## config.mk

```make
export PLATFORM = sky130hd
export DESIGN_NAME = page_cmd_queue
export DESIGN_NICKNAME = d
export VERILOG_FILES = /design/src/rtl/page_cmd_queue_pkg.sv /design/src/rtl/nfc_sync_fifo.sv /design/src/rtl/page_cmd_queue.sv
export SDC_FILE = /design/constraint.sdc
export NUM_CORES = 1
export LEC_CHECK = 0
export CORE_AREA = 10 10 302 304
export DETAILED_ROUTE_END_ITERATION = 8
export DIE_AREA = 0 0 312 314
export GPL_TIMING_DRIVEN = 0
export PLACE_DENSITY = 0.39
export RECOVER_POWER = 25
export SYNTH_ARGS = -nofsm -noshare
export SYNTH_HDL_FRONTEND = slang
export SYNTH_SLANG_ARGS = --single-unit
```

## constraint.sdc

```tcl
create_clock -name clk -period 6.78 [get_ports clk]
set_clock_uncertainty 0.2 [all_clocks]
set_input_delay 0.678 -clock clk [delete_from_list [all_inputs] [get_ports clk]]
set_output_delay 0.678 -clock clk [all_outputs]
set_load 0.02 [all_outputs]
```

## src/rtl/page_cmd_queue_pkg.sv

```systemverilog
// Shared types and constants for the page command queue: opcodes, param layout, queue word.
package page_cmd_queue_pkg;

    localparam int unsigned CREDIT_W = 4;
    localparam int unsigned QWORD_W  = 113;

    localparam logic [15:0] NFC_CMD_READ = 16'h3000;

    typedef struct packed {
        logic [15:0] len;
        logic [11:0] col;
        logic [2:0]  mode;
        logic        en;
    } page_param_t;

    typedef struct packed {
        logic [15:0] cmd;
        logic        last;
        logic [15:0] id;
        logic [47:0] addr;
        page_param_t param;
    } page_cmd_t;

    function automatic logic is_read(input logic [15:0] cmd);
        return cmd == NFC_CMD_READ;
    endfunction

endpackage

```

## src/rtl/nfc_sync_fifo.sv

```systemverilog
// First-word-fall-through synchronous FIFO with a registered head word and occupancy count.
module nfc_sync_fifo #(
    parameter int unsigned WIDTH = 113,
    parameter int unsigned DEPTH = 4
) (
    input  logic                     clk,
    input  logic                     rst,
    input  logic                     push,
    input  logic                     pop,
    input  logic [WIDTH-1:0]         din,
    output logic [WIDTH-1:0]         dout,
    output logic                     valid,
    output logic [$clog2(DEPTH):0]   count
);

    localparam int unsigned AW = $clog2(DEPTH);
    localparam int unsigned CW = AW + 1;

    logic [WIDTH-1:0] mem [DEPTH];
    logic [AW-1:0]    wr_ptr;
    logic [AW-1:0]    rd_ptr;
    logic [AW-1:0]    rd_ptr_inc;
    logic [CW-1:0]    count_next;

    always_comb begin
        rd_ptr_inc = rd_ptr + AW'(1);
        count_next = count + CW'(push) - CW'(pop);
    end

    always_ff @(posedge clk) begin
        if (push) begin
            mem[wr_ptr] <= din;
        end
    end

    // Head register: next stored entry on pop, or the incoming word when the queue drains into it.
    always_ff @(posedge clk) begin
        if (rst) begin
            wr_ptr <= '0;
            rd_ptr <= '0;
            count  <= '0;
            valid  <= 1'b0;
            dout   <= '0;
        end else begin
            if (push) begin
                wr_ptr <= wr_ptr + AW'(1);
            end
            if (pop) begin
                rd_ptr <= rd_ptr_inc;
            end
            count <= count_next;
            valid <= (count_next != '0);
            if (pop && (count > CW'(1))) begin
                dout <= mem[rd_ptr_inc];
            end else if (push && ((count == '0) || pop)) begin
                dout <= din;
            end
        end
    end

endmodule

```

## src/rtl/page_cmd_queue.sv

```systemverilog
// Page command queue between page schedulers and the NFC command port.
// Optional protocol checking is enabled by defining NFC_QUEUE_CHECK_EN.
module page_cmd_queue
    import page_cmd_queue_pkg::*;
#(
    parameter int unsigned DEPTH     = 4,
    parameter int unsigned BUF_PAGES = 4
) (
    input  logic                      clk,
    input  logic                      rst,
    input  logic                      i_page_cmd_valid,
    input  logic [15:0]               i_page_cmd,
    input  logic                      i_page_cmd_last,
    input  logic [15:0]               i_page_cmd_id,
    input  logic [47:0]               i_page_addr,
    input  logic [31:0]               i_page_cmd_param,
    output logic                      o_page_cmd_ready,
    output logic                      o_page_buf_ready,
    output logic                      o_nfc_valid,
    input  logic                      i_nfc_ready,
    output logic [15:0]               o_nfc_cmd,
    output logic                      o_nfc_last,
    output logic [15:0]               o_nfc_id,
    output logic [47:0]               o_nfc_addr,
    output logic [31:0]               o_nfc_param,
    input  logic                      i_buf_release,
    output logic [$clog2(DEPTH):0]    o_level,
    output logic                      o_err
);

    localparam int unsigned         LVL_W      = $clog2(DEPTH) + 1;
    localparam logic [LVL_W-1:0]    LVL_FULL   = LVL_W'(DEPTH);
    localparam logic [CREDIT_W-1:0] CREDIT_MAX = CREDIT_W'(BUF_PAGES);

    page_cmd_t           in_word;
    page_cmd_t           head_word;
    logic                push;
    logic                pop;
    logic                rel;
    logic                dec;
    logic                full;
    logic [LVL_W-1:0]    level_next;
    logic [CREDIT_W-1:0] credit;
    logic [CREDIT_W-1:0] credit_next;
`ifdef NFC_QUEUE_CHECK_EN
    logic                overflow_err;
    logic                credit_err;
    logic                release_err;
`endif

    assign in_word = {i_page_cmd, i_page_cmd_last, i_page_cmd_id, i_page_addr, i_page_cmd_param};

    // Accept/drop decisions for push and release, then next credit and level.
    always_comb begin
        pop  = o_nfc_valid && i_nfc_ready;
        full = (o_level == LVL_FULL);
`ifdef NFC_QUEUE_CHECK_EN
        overflow_err = i_page_cmd_valid && full && !pop;
        credit_err   = i_page_cmd_valid && in_word.param.en && (credit == '0);
        release_err  = i_buf_release && (credit == CREDIT_MAX);
        push         = i_page_cmd_valid && !overflow_err && !credit_err;
        rel          = i_buf_release && !release_err;
`else
        push = i_page_cmd_valid && !(full && !pop);
        rel  = i_buf_release;
`endif
        dec         = push && in_word.param.en;
        credit_next = credit;
        if (dec && !rel && (credit != '0)) begin
            credit_next = credit - CREDIT_W'(1);
        end else if (rel && !dec && (credit != CREDIT_MAX)) begin
            credit_next = credit + CREDIT_W'(1);
        end
        level_next = o_level + LVL_W'(push) - LVL_W'(pop);
    end

    // Ready drops for the cycle after every capture so the producer sees a pulse.
    always_ff @(posedge clk) begin
        if (rst) begin
            credit           <= CREDIT_MAX;
            o_page_cmd_ready <= 1'b1;
            o_page_buf_ready <= 1'b1;
        end else begin
            credit           <= credit_next;
            o_page_cmd_ready <= !i_page_cmd_valid && (level_next < LVL_FULL);
            o_page_buf_ready <= (credit_next != '0);
        end
    end

`ifdef NFC_QUEUE_CHECK_EN
    always_ff @(posedge clk) begin
        if (rst) begin
            o_err <= 1'b0;
        end else if (overflow_err || credit_err || release_err) begin
            o_err <= 1'b1;
        end
    end
`else
    assign o_err = 1'b0;
`endif

    nfc_sync_fifo #(
        .WIDTH (QWORD_W),
        .DEPTH (DEPTH)
    ) u_fifo (
        .clk   (clk),
        .rst   (rst),
        .push  (push),
        .pop   (pop),
        .din   (in_word),
        .dout  (head_word),
        .valid (o_nfc_valid),
        .count (o_level)
    );

    assign o_nfc_cmd   = head_word.cmd;
    assign o_nfc_last  = head_word.last;
    assign o_nfc_id    = head_word.id;
    assign o_nfc_addr  = head_word.addr;
    assign o_nfc_param = head_word.param;

endmodule

```

==> results.cfg, run 1 <==
[clock_network]
post-cts-setup-buffer-count = 0
ctsResizeCount = 0
cts_tree = built
clkSinkCount = 579
hold_buffers = 0
clockRootBuffer = clkbuf_16
clk_path_buf_depth = 3
clk_pin_slew_ps = 50
numCtsBuffers = 70
htreeDepth = 3
clk_latency_ps = 600

[timing]
rsz0062_at_grt = no
setup_slack_ps = 2720
setup_viol = 0
post-route-period-util = 0.598
hold_viol = 0
slew_headroom = 0.0953
maxSlewViolCount = 0
period_needed_ps = 4060
timing.fmax_mhz = 247
max_slew.worst_pin.slew_ps = 1350

[flow_run]
cap_violations = 0

[logic_synthesis]
yosysUniqueCellTypes = 40
synthesis.nets = 1314
synth_compound_area_frac = 0.0432
synth_area_mm2 = 0.0219
ys_ff_latch = 579
synth.avg_cell_area_um2 = 18.5
async_flop_share = 0
synthAdderAreaFrac = 0.00661
synth_edf_count = 452
syn_inst = 1185
yosysSeqAreaShare = 0.734
synthMuxAreaShare = 0.168
synth_top_family_by_area = multiplexers
yosys_warnings = 0
synth_ff_type = edfxtp_1
synthSimpleGateAreaFrac = 0.0272
synth_xor_xnor_area_share = 0.00239

[floorplanning]
boundaryPins = 238
start_util = 0.259
rows = 107
die_w_um = 312
core-area_mm2 = 0.0849
dieArea_mm2 = 0.0980
die_height_um = 314

[route]
routedWlPerCell_um = 22.8
viasPerCell = 4.43
ant_nets = 0
routed_wl_mm = 61.8
post-route-drc-count = 0
first_pass_iters = 4
vias = 12000
drtIter0Drc = 542

[worst_setup_path]
r2r-start = u_fifo.valid$_SDFF_PP0_
timing.rr.end = u_fifo.dout[107]$_SDFFE_PP0P_
criticalPathCategory = in -> reg
crit_path_end_kind = register
worstPathRequired_ps = 7010
r2r_slack_ps = 2900
crit_chain = clkdlybuf4s50_1, and2_4, buf_6, o21ai_1, clkbuf_1, buf_2, mux2i_1, a211oi_1
critPathMaxStageDelay_ps = 1030
arrival_ps = 4290
start_kind = input port
crit_slowest_cell = o21ai_1
rr_worst_depth = 7
crit_fanout = 10

[place]
dp_cells = 2573
gp_congestion = 0.696
place_hpwl_mm = 39.3
portBuffers = 235
place_worst_setup_slack_ps = 2050
place_area_mm2 = 0.0260

[power]
p_clk_frac = 0.339
power_frac_seq = 0.418
p_comb_frac = 0.243
p_switching_mw = 3.23
irDropWorstVdd_mv = 0.176
total_power_mw = 11.0
p_leak_nw = 9.52
power.internal_mw = 7.79
swShare = 0.293
power.density_mw_per_mm2 = 389

[layout]
nets = 1630
fillers = 8222
fin_cells = 2705
synthToLayoutAreaGrowth_pct = 29.0
utilization = 0.334
design_area_mm2 = 0.0283
drive_above_1_share = 0.165

[global_routing]
grt_pass1_wl_mm = 91.4
grt_max_degree = 49
grt_use_met3 = 0.0372
antenna_found_initial = 20
grt.total_usage = 0.125
overflow = 0
grt_pass1_vias = 13300
busiest_layer = met2
use_met2 = 0.205
met1_usage = 0.160

[worst_hold_path]
hold_depth = 2
hp-start = credit[3]$_SDFF_PP0_
min_path_type = reg -> reg
min_to = credit[3]$_SDFF_PP0_

[run_status]
outcome = complete, no violations
-- worst max path at each step --
stage	startpoint	endpoint	slack, ps
2_1_floorplan	i_nfc_ready	u_fifo.mem[0][0]$_DFFE_PP_	2320
3_3_place_gp	i_nfc_ready	u_fifo.mem[3][87]$_DFFE_PP_	-1370
3_5_place_dp	i_nfc_ready	u_fifo.dout[107]$_SDFFE_PP0P_	2050
4_1_cts	i_nfc_ready	u_fifo.dout[107]$_SDFFE_PP0P_	2700
5_1_grt	i_nfc_ready	u_fifo.dout[108]$_SDFFE_PP0P_	2640
6_report	i_nfc_ready	u_fifo.dout[107]$_SDFFE_PP0P_	2720
-- metal layers --
metal / up-vias / part of all wire / wire length, µm
met5: - / 0.0020 / 121
met4: 22 / 0.019 / 1190
met3: 109 / 0.057 / 3550
met2: 264 / 0.48 / 29400
met1: 6212 / 0.45 / 27500
li1: 5383 / - / -
-- power by group through the flow --
stage,registers [mW],logic (mW),clock network (mW)
6_report,4.61,2.68,3.73
3_5_place_dp,4.69,2.77,0
2_1_floorplan,4.96,1.24,0
4_1_cts,4.62,2.79,3.88
3_3_place_gp,4.76,2.72,0
5_1_grt,4.66,2.92,4.02
-- registers in the layout, summed over array words and instances (netlist names) --
name / flops
u_fifo.mem: 452
u_fifo.wr_ptr: 2
credit: 4
o_page_buf_ready: 1
u_fifo.dout: 113
o_page_cmd_ready: 1
u_fifo.count: 3
u_fifo.valid: 1
u_fifo.rd_ptr: 2
-- synthesized netlist by cell type (2+ instances only) --
master	instances	area [µm²]
buf_6	3	33.8
buf_2	18	90.1
mux2i_1	114	1140
dfxtp_1	127	2540
and2_1	4	25.0
nor2b_1	3	18.8
xor2_1	3	26.3
buf_1	16	60.1
nor3_1	2	10.0
a211oi_1	113	848
ha_1	10	125
inv_1	10	37.5
clkbuf_1	42	158
o21ai_0	2	10.0
edfxtp_1	452	13600
a21oi_1	4	20.0
nand2_1	4	15.0
mux4_2	113	2540
xnor2_1	3	26.3
nor2_1	122	458
-- cell usage in the layout (no fill, tap or decap), types with 3 or more instances in the layout --
cell type        netlist  routed
edfxtp_1             452     452
clkdlybuf4s50_1        0     163
dfxtp_1              127     127
nor2_1               122     122
mux2i_1              114     114
mux4_2               113     113
a211oi_1             113     113
clkbuf_16              0      73
dlygate4sd3_1          0      72
clkbuf_1              42      62
buf_2                 18      18
buf_1                 16      16
inv_1                 10      10
ha_1                  10      10
clkinv_2               0      10
buf_16                 0       9
clkbuf_8               0       7
clkinv_1               0       7
and2_4                 1       5
nand2_1                4       4
a21oi_1                4       4
bufinv_16              0       4
buf_6                  3       3
xnor2_1                3       3
nor2b_1                3       3
xor2_1                 3       3
-- kinds of logic (layout without fill, tap and decap cells) --
kind of cell	Yosys count	in the layout
other	1	3
DFF	579	579
AOI/OAI and AO/OA	126	126
and+or+nand+nor	144	144
muxes	228	228
xor gates and xnor gates	6	6
adders and majority gates	11	11
buffers and inverters	90	464
-- critical path: cells and delay by family --
| kind | cells | cell delay [ps] |
|---|---|---|
| simple gates | 1 | 140 |
| mux | 1 | 260 |
| compound gates | 2 | 1120 |
| buf+inv | 4 | 2070 |
-- through the flow --
step / TNS (ps) / hold WS (ps)
global placement: -599560 / 341
global route: 0 / 381
CTS: 0 / 362
finish: 0 / 358
detailed placement: 0 / 345
floorplan: 0 / 303
-- layout make-up --
class	count	area [µm²]	area share
Clock inverter	29	315	0.0111
Sequential cell	579	16100	0.569
Clock buffer	101	2000	0.0707
Inverter	10	37.5	0.00133
Multi-Input combinational cell	516	5450	0.193
Buffer	80	350	0.0124
Timing Repair Buffer	244	2600	0.0918
Tap cell	1144	1430	0.0506
Antenna cell	2	5.00	0.000177
No activity file was read; power rests on OpenSTA's default activity.
==> inputs of run 2 (changes only) <==
- PLACE_DENSITY: 0.39 -> 0.4
- clock period: 6.78 -> 3.27 ns (I/O delays scaled with it)
==> results.cfg, run 2 (synthesis results as in run 1) <==
[run_status]
outcome = complete, no violations

[place]
place_hpwl_mm = 38.5
place_area_mm2 = 0.0260
dp_cells = 2572
gp_congestion = 0.695
place_worst_setup_slack_ps = -1060
portBuffers = 235

[floorplanning]
die_w_um = 312
die_height_um = 314
boundaryPins = 238
core-area_mm2 = 0.0849
start_util = 0.259
rows = 107
dieArea_mm2 = 0.0980

[route]
ant_nets = 0
post-route-drc-count = 0
routed_wl_mm = 61.9
first_pass_iters = 6
drtIter0Drc = 582
routedWlPerCell_um = 22.9
vias = 12000
viasPerCell = 4.44

[layout]
utilization = 0.333
nets = 1629
top_regs = u_fifo.mem x452, u_fifo.dout x113, credit x4
synthToLayoutAreaGrowth_pct = 28.7
final_cell_mix = edfxtp_1, clkdlybuf4s50_1, dfxtp_1
design_area_mm2 = 0.0282
seq_area_mm2 = 0.0161
multi_input_area_mm2 = 0.00546
top_register = u_fifo.mem
largest_register_ffs = 452
mostFrequentLayoutCell = edfxtp_1
fin_cells = 2702
fillers = 8284
drive_above_1_share = 0.168

[timing]
hold_ws_ps = 234
period_needed_ps = 2990
setup_viol = 0
timing.fmax_mhz = 334
hold_viol = 0
slew_headroom = 0.196
fin_setup_tns_ps = 0
max_slew.worst_pin.slew_ps = 1210
post-route-period-util = 0.915
rsz0062_at_grt = no
maxSlewViolCount = 0
setup_slack_ps = 277

[clock_network]
cts_tree = built
htreeDepth = 3
clockRootBuffer = clkbuf_16
clk_pin_slew_ps = 60
clk_path_buf_depth = 3
clkSinkCount = 579
hold_buffers = 0
numCtsBuffers = 70
clk_latency_ps = 590

[worst_setup_path]
criticalPathCategory = reg -> reg
worstPathRequired_ps = 3570
crit_fanout = 10
crit_path_end_kind = register
arrival_ps = 3290
start_kind = register

[power]
power.density_mw_per_mm2 = 804
total_power_mw = 22.7
irDropWorstVdd_mv = 0.429
p_leak_nw = 9.50

[global_routing]
grt_pass1_wl_mm = 91.6
grt.total_usage = 0.125
antenna_found_initial = 22
grt_max_degree = 48
grt_pass1_vias = 13300
overflow = 0

[worst_hold_path]
min_path_type = in -> reg

[flow_run]
cap_violations = 0
run 2: final timing paths:
kind,startpoint,to,slack [ps],depth (start not counted)
max reg2reg,u_fifo.valid$_SDFF_PP0_,u_fifo.dout[16]$_SDFFE_PP0P_,280,7
min reg2reg,credit[3]$_SDFF_PP0_,credit[3]$_SDFF_PP0_,360,2
max,u_fifo.valid$_SDFF_PP0_,u_fifo.dout[16]$_SDFFE_PP0P_,280,7
min,i_page_cmd_valid,o_page_cmd_ready$_SDFF_PP1_,230,3
run 2: routing by layer:
layer / global-route usage / up-vias / wire (µm)
met5: 0 / - / 151
met4: 0.0329 / 26 / 1270
met3: 0.0374 / 111 / 3630
met2: 0.205 / 277 / 29200
met1: 0.159 / 6198 / 27700
li1: - / 5379 / -
run 2: report_power, final:
part / internal [mW] / switching (mW)
Combinational: 2.42 / 3.17
Clock: 4.52 / 3.06
Sequential: 9.11 / 0.436
run 2: worst max-delay path, cell delays in order, from the launching register on:
cell and delay, ps:
dfxtp_1 310, and2_4 150, buf_6 130, o21ai_2 640, clkbuf_2 600, buf_2 460, mux2i_1 130, a211oi_1 270
run 2: layout make-up:
| class | instances | share of cell area |
|---|---|---|
| flip-flops and latches | 579 | 0.571 |
| multi-input cells | 516 | 0.193 |
| repair buffers | 243 | 0.0911 |
| clock buffers | 98 | 0.0708 |
| well taps | 1144 | 0.0507 |
| plain buffers | 80 | 0.0128 |
| clock inverters | 29 | 0.00891 |
| inverters | 10 | 0.00133 |
| diodes | 3 | 0.000266 |
run 2: timing repair:
item	CTS	global route
resized for setup	7	0
buffers inserted	0	0
setup endpoints to repair	113	0
